File: config.mk
export PLATFORM = sky130hd
export DESIGN_NAME = clk_div_bank
export DESIGN_NICKNAME = d
export VERILOG_FILES = /design/src/rtl/clk_div_pkg.sv /design/src/rtl/clk_div_channel.sv /design/src/rtl/clk_div_bank.sv
export SDC_FILE = /design/constraint.sdc
export NUM_CORES = 1
export LEC_CHECK = 0
export ABC_CLOCK_PERIOD_IN_PS = 2900
export CAP_MARGIN = 30
export CORE_MARGIN = 8
export CORE_UTILIZATION = 55
export CTS_CLUSTER_DIAMETER = 200
export DETAILED_ROUTE_END_ITERATION = 16
export HOLD_SLACK_MARGIN = 0.1
export PLACE_DENSITY = 0.85
export SLEW_MARGIN = 15
export SYNTH_ARGS = -nofsm -noshare
export SYNTH_HDL_FRONTEND = slang
export SYNTH_HIERARCHICAL = 1
export SYNTH_SLANG_ARGS = --single-unit
File: constraint.sdc
create_clock -name clock_in -period 2.9 [get_ports clock_in]
set_clock_uncertainty 0.15 [all_clocks]
set_input_delay 0.29 -clock clock_in [delete_from_list [all_inputs] [get_ports clock_in]]
set_output_delay 0.29 -clock clock_in [all_outputs]
set_load 0.02 [all_outputs]
File: src/rtl/clk_div_pkg.sv
// Shared constants and helpers for the multi-channel clock divider bank.
// Divisors below MIN_DIV are raised to MIN_DIV so a channel always has a
// reachable wrap point and a well-defined square wave.
package clk_div_pkg;

    localparam int MIN_DIV          = 2;
    localparam int DEFAULT_CHANNELS = 4;

    // Width of the channel-select field; a single channel still gets one bit.
    function automatic int ch_width(input int channels);
        return (channels > 1) ? $clog2(channels) : 1;
    endfunction

    localparam int DEFAULT_CH_W = ch_width(DEFAULT_CHANNELS);

    // Truncate to the divisor width, then raise anything below MIN_DIV.
    function automatic logic [31:0] clamp_div(input logic [31:0] value, input int width);
        logic [31:0] mask;
        logic [31:0] v;
        mask = (width >= 32) ? 32'hFFFF_FFFF : ((32'd1 << width) - 32'd1);
        v    = value & mask;
        return (v < 32'(MIN_DIV)) ? 32'(MIN_DIV) : v;
    endfunction

endpackage

File: src/rtl/clk_div_channel.sv
// One divider channel: counter, active/shadow divisor pair, registered tick
// and square-wave outputs. The shadow divisor moves to active only at a wrap.
module clk_div_channel
    import clk_div_pkg::*;
#(
    parameter int WIDTH       = 17,
    parameter int DEFAULT_DIV = 100000
) (
    input  logic             clock_in,
    input  logic             reset,
    input  logic             en_i,
    input  logic             sync_i,
    input  logic             wr_i,
    input  logic [WIDTH-1:0] wr_div_i,
    output logic             tick_o,
    output logic             sq_o,
    output logic             pending_o
);

    localparam logic [WIDTH-1:0] RESET_DIV = WIDTH'(clamp_div(32'(DEFAULT_DIV), WIDTH));

    logic [WIDTH-1:0] count_q, count_d;
    logic [WIDTH-1:0] div_act_q, div_act_d;
    logic [WIDTH-1:0] div_shd_q, div_shd_d;
    logic             tick_q, tick_d;
    logic             sq_q, sq_d;
    logic             wrap;
    logic             half_hit;

    assign wrap     = (count_q == (div_act_q - WIDTH'(1)));
    assign half_hit = (count_q == ((div_act_q >> 1) - WIDTH'(1)));

    always_comb begin
        count_d   = count_q;
        div_act_d = div_act_q;
        div_shd_d = div_shd_q;
        tick_d    = 1'b0;
        sq_d      = sq_q;

        if (wr_i) begin
            div_shd_d = wr_div_i;
        end

        // Disabled and sync share the same restart; both load the old shadow
        // value so a write on this edge lands one cycle later.
        if (!en_i || sync_i) begin
            count_d   = '0;
            div_act_d = div_shd_q;
            sq_d      = 1'b0;
        end else if (wrap) begin
            count_d   = '0;
            div_act_d = div_shd_q;
            tick_d    = 1'b1;
            sq_d      = 1'b1;
        end else begin
            count_d = count_q + WIDTH'(1);
            if (half_hit) begin
                sq_d = 1'b0;
            end
        end
    end

    always_ff @(posedge clock_in or posedge reset) begin
        if (reset) begin
            count_q   <= '0;
            div_act_q <= RESET_DIV;
            div_shd_q <= RESET_DIV;
            tick_q    <= 1'b0;
            sq_q      <= 1'b0;
        end else begin
            count_q   <= count_d;
            div_act_q <= div_act_d;
            div_shd_q <= div_shd_d;
            tick_q    <= tick_d;
            sq_q      <= sq_d;
        end
    end

    assign tick_o    = tick_q;
    assign sq_o      = sq_q;
    assign pending_o = (div_shd_q != div_act_q);

endmodule

File: src/rtl/clk_div_bank.sv
// Bank of independent programmable clock dividers sharing one write port
// and one phase-align strobe; all outputs are clock_in-domain levels/enables.
module clk_div_bank
    import clk_div_pkg::*;
#(
    parameter int CHANNELS    = 4,
    parameter int WIDTH       = 17,
    parameter int DEFAULT_DIV = 100000,
    localparam int CH_W       = ch_width(CHANNELS)
) (
    input  logic                clock_in,
    input  logic                reset,
    input  logic [CHANNELS-1:0] en,
    input  logic                sync,
    input  logic                wr_en,
    input  logic [CH_W-1:0]     wr_ch,
    input  logic [WIDTH-1:0]    wr_div,
    output logic [CHANNELS-1:0] tick,
    output logic [CHANNELS-1:0] sq_out,
    output logic [CHANNELS-1:0] pending
);

    // Write port: wr_en is a single-cycle strobe with no backpressure; wr_ch and
    // wr_div are sampled on the same rising edge. Addresses with no matching
    // channel decode to no strobe and are dropped.
    logic [WIDTH-1:0] wr_div_clamped;

    assign wr_div_clamped = WIDTH'(clamp_div(32'(wr_div), WIDTH));

    for (genvar i = 0; i < CHANNELS; i++) begin : g_ch
        logic wr_sel;

        assign wr_sel = wr_en && (wr_ch == CH_W'(i));

        clk_div_channel #(
            .WIDTH       (WIDTH),
            .DEFAULT_DIV (DEFAULT_DIV)
        ) u_channel (
            .clock_in  (clock_in),
            .reset     (reset),
            .en_i      (en[i]),
            .sync_i    (sync),
            .wr_i      (wr_sel),
            .wr_div_i  (wr_div_clamped),
            .tick_o    (tick[i]),
            .sq_o      (sq_out[i]),
            .pending_o (pending[i])
        );
    end

endmodule

; ---- After elaboration in Yosys (flattened, before gate mapping)
; Cells that the tools add are included.
[word_totals]
ff_bits = 212
input_bits = 27
out_inout_bits = 12
elab_cells = 106
[op_classes]
n_addsub = 12
magnitude_cmp = 1
n_eq_ne = 15
mux = 37
reduce_logical = 21
[op_table]
columns = cell, n
row1 = $mux 17, 17
row2 = $eq 17x17->1, 8
row3 = $add 17x1->17 const B, 4
row4 = $ne 17x17->1, 4
row5 = $sub 16x1->17 const B, 4
row6 = $sub 17x1->17 const B, 4
row7 = $mux 1, 20
row8 = $lt 17x2->1 const B, 1
row9 = $reduce_bool 3->1, 4
row10 = $reduce_bool 2->1, 4
row11 = $eq 2x2->1 const B, 2
row12 = $logic_and 1x1->1, 4
row13 = $logic_not 1->1, 4
row14 = $logic_or 1x1->1, 4
row15 = $eq 2x1->1 const B, 1
row16 = $logic_not 2->1, 1

; ---- Logic depth before layout (Yosys ltp)
[depth]
ltp_word = 5
ltp_mapped = 13
ltp_nobuf = 9

; ---- Modules after synthesis
; Netlist, hierarchy kept.
[by_module_without_submodules]
columns = module, n_inst, cells_per_inst, area_each_um2, seq_area_each_um2
row1 = clk_div_channel at g_ch[1].u_channel ..., 3, 356, 3589.7, 1341.3
row2 = clk_div_channel at g_ch[0].u_channel, 1, 378, 3808.7, 1341.3
row3 = clk_div_bank, 1, 27, 133.9, 0.0

; ---- Worst setup path after synthesis
; Ideal clock, no wire load.
[synth_path]
path_type = register to register
from = register g_ch[0].u_channel.div_act_q[2]
to = register g_ch[0].u_channel.div_act_q[11]
setup_ps = 125
arrival_time_ps = 2879
t_required_ps = 2625
path_slack_ps = -254
stages_incl_launch_ff = 13
n_path_buf = 3
synth_period_minus_slack_ps = 3154
path_cell_list = dfrtp_1 > clkbuf_1 > inv_1 > ha_1 > or2b_2 > buf_6 > or4_4 > mux2_2 > a31oi_1 > o22a_2 > a21oi_4 > buf_12 > mux2_4
[synth_between]
elab_chain_len = 3
[synth_rtl]
columns = element, line_no
row1 = "start, declared", clk_div_channel.sv:23  ; logic [WIDTH-1:0] div_act_q, div_act_d;
row2 = "start signal, assigned", clk_div_channel.sv:72  ; div_act_q <= div_act_d;
row3 = $sub 17x1->17, clk_div_channel.sv:30  ; assign wrap = (count_q == (div_act_q - WIDTH'(1)));
row4 = $eq 17x17->1, clk_div_channel.sv:30
row5 = $reduce_bool 2->1 (no line), --
; Every way passes these cells.
; A chain may end at the register's enable or synchronous reset.

; ---- Worst setup path in the final report
[layout_path]
from = register g_ch[0].u_channel.div_act_q[5]
to = register g_ch[0].u_channel.div_act_q[13]
; Same word-level chain as after synthesis.

==> out/qor.txt <==
Synth Flop Type: dfrtp_1
Vias: 11600
Synth warn: 6
Final Wtd Congestion: 0.941
Post-Synth Adder-Cell Area: 1.09%
# IOs: 39
Post-synthesis mux area share: 12.7%
Initial Utilization: 55.4%
Post-Synthesis Cell Area: 0.0147 mm²
Setup-failing EPs final: 31
Max stage delay on crit path: 0.54 ns
Area growth, synth to finish: 16.9%
Post-synth net total: 1512
Largest net degree at the start of global routing: 35
Rows: 60
Tightest Pin Transition: 0.733 ns
HPWL Detailed: 26600 µm
Compound-cell area share of the yosys netlist: 6.34%
Pre-antenna DRT Iters: 5
Critical-path top delay cell: or4_4
RSZ-0062 raised after global routing: yes
Die W: 180 µm
Switching power: 3.81 mW
Setup crit end kind: flop
Worst VDD drop: 0.438 mV
Synth Register Bits: 212
DR iter-0 viols: 1081
CTS buffer count: 24
Pwr/cell area: 658 mW/mm²
Async set or reset register ratio after synthesis: 100%
CTS tree: yes
Endpoints failing hold: 0
Cell count after synthesis: 1473
Die ar.: 0.0322 mm²
Placed cell area: 0.0157 mm²
Final Cell Area: 0.0172 mm²
Post-synth top area share: 27.9%
Minimum clock period: 2.96 ns
Max Cap Viol: 0
Overall Power: 11.3 mW
EDFF count, synth: 0
Critical path type: flop to flop
Gate power share: 32.5%
Switching part of the total power: 33.6%
Antenna Nets Post-Route: 0
Number of H-tree levels: 1
CTS Sinks: 212
Die height: 180 µm
Cell taking the most area after synthesis: dfrtp_1
Fin nets: 1577
Largest family of logic cells by synthesized area: simple AND/OR/NAND/NOR gates
Cell family with most CP delay: simple AND/OR/NAND/NOR gates
Violated checks: setup timing
Worst-Skew Late Latency: 0.53 ns
Clock-pin slew on the worst setup and hold paths: 0.06 ns
CP Cell Sequence: or4_4, or4_4, mux2_4, a31oi_1, o22a_2, a21oi_4, clkbuf_16, mux2_4
CTS Buffer Depth: 3
Share of cells above drive strength 1: 30.6%
WL final: 39700 µm
Vias per inst: 6.12
Per-cell routed wire length: 20.9 µm
Lkg Pwr: 6.94 nW
Multi-input gate area: 0.00867 mm²
Remaining DRCs: 0
Avg Inst Size Synth: 9.99 µm²
Port bufs: 38
Internal power: 7.51 mW
Max-slew violations: 0
Fin Hold WS: 0.260 ns
Status: finished with violations
Flop pwr share: 37.1%
CORE AREA: 0.0266 mm²
Worst EP required: 3.17 ns
# placed instances: 1825
Non-Filler Instances: 1898
Distinct cells, synth: 79
Setup WS post-layout: -0.0567 ns
Clock power frac: 30.4%
Crit start category: flop
Post-synthesis xor/xnor area fraction: 17.3%
Dominant cells by area after synthesis: dfrtp_1, xnor2_1, dfstp_2
Vias in the first global route: 11300
Root Buffer Master: clkbuf_16
Max-slew headroom: 50.7%
Worst Path Max Fanout: 9
Hold Crit Class: input port to async pin
Seq/Total Area, Yosys: 36.5%
Tcrit/Tclk final: 102%
Simple-gate portion of the synthesized area: 19.3%
Cts hold-fix bufs: 0
Worst EP arrival: 3.22 ns
Initial antenna violation count: 1
Register area: 0.00538 mm²
Util after Layout: 64.7%
Max frequency: 338 MHz
Global route overflow: 0
First-pass GRT wire length: 60600 µm
# fillers: 1951
WP buf/inv: 1
GRT Resource Usage Total: 22.5%
## path summary, 6_finish.rpt
kind                            slack (ns)  depth (start not counted)                      startpoint                              end
max in group asynchronous             1.61                          3                           reset  g_ch[1].u_channel/div_shd_q[10]
min in group clock_in                 0.27                          3                           en[3]         g_ch[3].u_channel/tick_o
worst max register to register       -0.06                          8  g_ch[0].u_channel/div_act_q[5]  g_ch[0].u_channel/div_act_q[13]
worst max-delay path                 -0.06                          8  g_ch[0].u_channel/div_act_q[5]  g_ch[0].u_channel/div_act_q[13]
worst min-delay path                  0.26                          2                           reset     g_ch[3].u_channel/count_q[6]
worst min register to register        0.40                          1  g_ch[0].u_channel/div_shd_q[3]   g_ch[0].u_channel/div_act_q[3]
## repair_timing
action                                  4_1_cts  5_1_grt
gates resized for setup                      17       74
pin swaps                                     2       25
buffers inserted                              2       18
gates cloned                                  1        7
endpoints found under the setup margin       23      113
## sequential cells by signal, indices dropped and copies added (netlist names)
register	cells
g_ch.u_channel/count_q	68
g_ch.u_channel/div_act_q	68
g_ch.u_channel/div_shd_q	68
g_ch.u_channel/sq_o	4
g_ch.u_channel/tick_o	4
## routing by layer
metal / routed length, µm / up-vias / part of all wire (%) / global-route usage (%)
met4: 1510 / 0 / 3.8 / 9.14
li1: - / 5220 / - / -
met2: 19000 / 511 / 48 / 36.9
met1: 16500 / 5770 / 42 / 29.5
met5: 0 / - / 0 / 0
met3: 2690 / 123 / 6.8 / 3.55
## power by group through the flow
stage	sequential [mW]	clock, mW	combinational (mW)
after CTS	4.13	3.49	3.38
after global placement	4.13	0	3.19
after floorplan	3.76	0	2.80
final	4.20	3.44	3.68
after global routing	4.25	3.62	3.92
after detailed placement	4.17	0	3.28
## layout make-up
| cell class | instances | area share (%) |
|---|---|---|
| sequential | 212 | 31.3 |
| timing repair buffer | 184 | 9.80 |
| clock inverter | 13 | 1.37 |
| multi-input combinational | 1080 | 50.4 |
| antenna | 1 | 0.0145 |
| inverter | 36 | 0.800 |
| clock buffer | 31 | 3.88 |
| tap | 341 | 2.48 |
## cells in the mapped netlist, types with 7 or more instances
cell type  instances
clkbuf_1          72
a211oi_1           9
and3_1            25
mux2i_1            9
nor4_1            29
nor3_1            31
nor3b_1            9
and2_1            19
nand4_1           42
buf_4             13
xor2_1           110
mux2_2            88
nand3b_1          11
or3_1              9
ha_1              12
dfrtp_1          164
o211ai_1          11
nand2_1           60
nand3_1           74
a21oi_1           25
buf_6             20
nor2b_1           12
nor2_1           122
xnor2_1          178
buf_2             31
inv_1             36
dfstp_2           48
nand2b_1          11
mux2_4            52
o21ai_0           18
nor4_4             7
## worst register-to-register path: cells and delay by family (launching register included)
family / cells / cell delay, ns
buffers and inverters: 1 / 0.22
flip-flops: 1 / 0.41
AO/OA/AOI/OAI: 3 / 0.54
AND/OR/NAND/NOR: 2 / 1.00
multiplexers: 2 / 0.53
## metrics by stage
step,worst slack [ns],setup TNS [ns]
after global placement,0.0285,0
after floorplan,-0.146,-1.77
after CTS,-0.0466,-0.346
after detailed placement,-0.135,-1.91
after global routing,-0.153,-4.87
final,-0.0567,-0.960
## layout by cell type, fill, tap and decap left out, types with 7 or more instances in the layout
cell and count:
and3_1 25, and2_1 19, inv_2 11, nor3b_1 7, xnor2_1 178, xor2_1 110
dfrtp_2 10, o211ai_1 11, nand2b_1 11, a21oi_1 23, nand3b_1 11, buf_4 128
nand2_1 58, nand3_1 73, inv_1 24, dfrtp_1 154, nor4_1 23, or3_1 9
nor2_1 120, mux2i_1 9, dfstp_2 47, nor4_2 8, mux2_2 83, clkbuf_16 30
nor4_4 10, nor2b_1 12, a211oi_1 8, nor3_1 28, o21ai_0 13, clkdlybuf4s50_1 34
nand4_1 42, mux2_4 57, buf_12 7, o21ai_1 7
## kinds of logic after synthesis
kind of cell | Yosys count
fa+ha+maj | 13
buf+inv | 181
xor+xnor | 289
compound gates | 128
flops | 212
mux | 149
simple gates | 501
No activity file was read; power rests on OpenSTA's default activity.
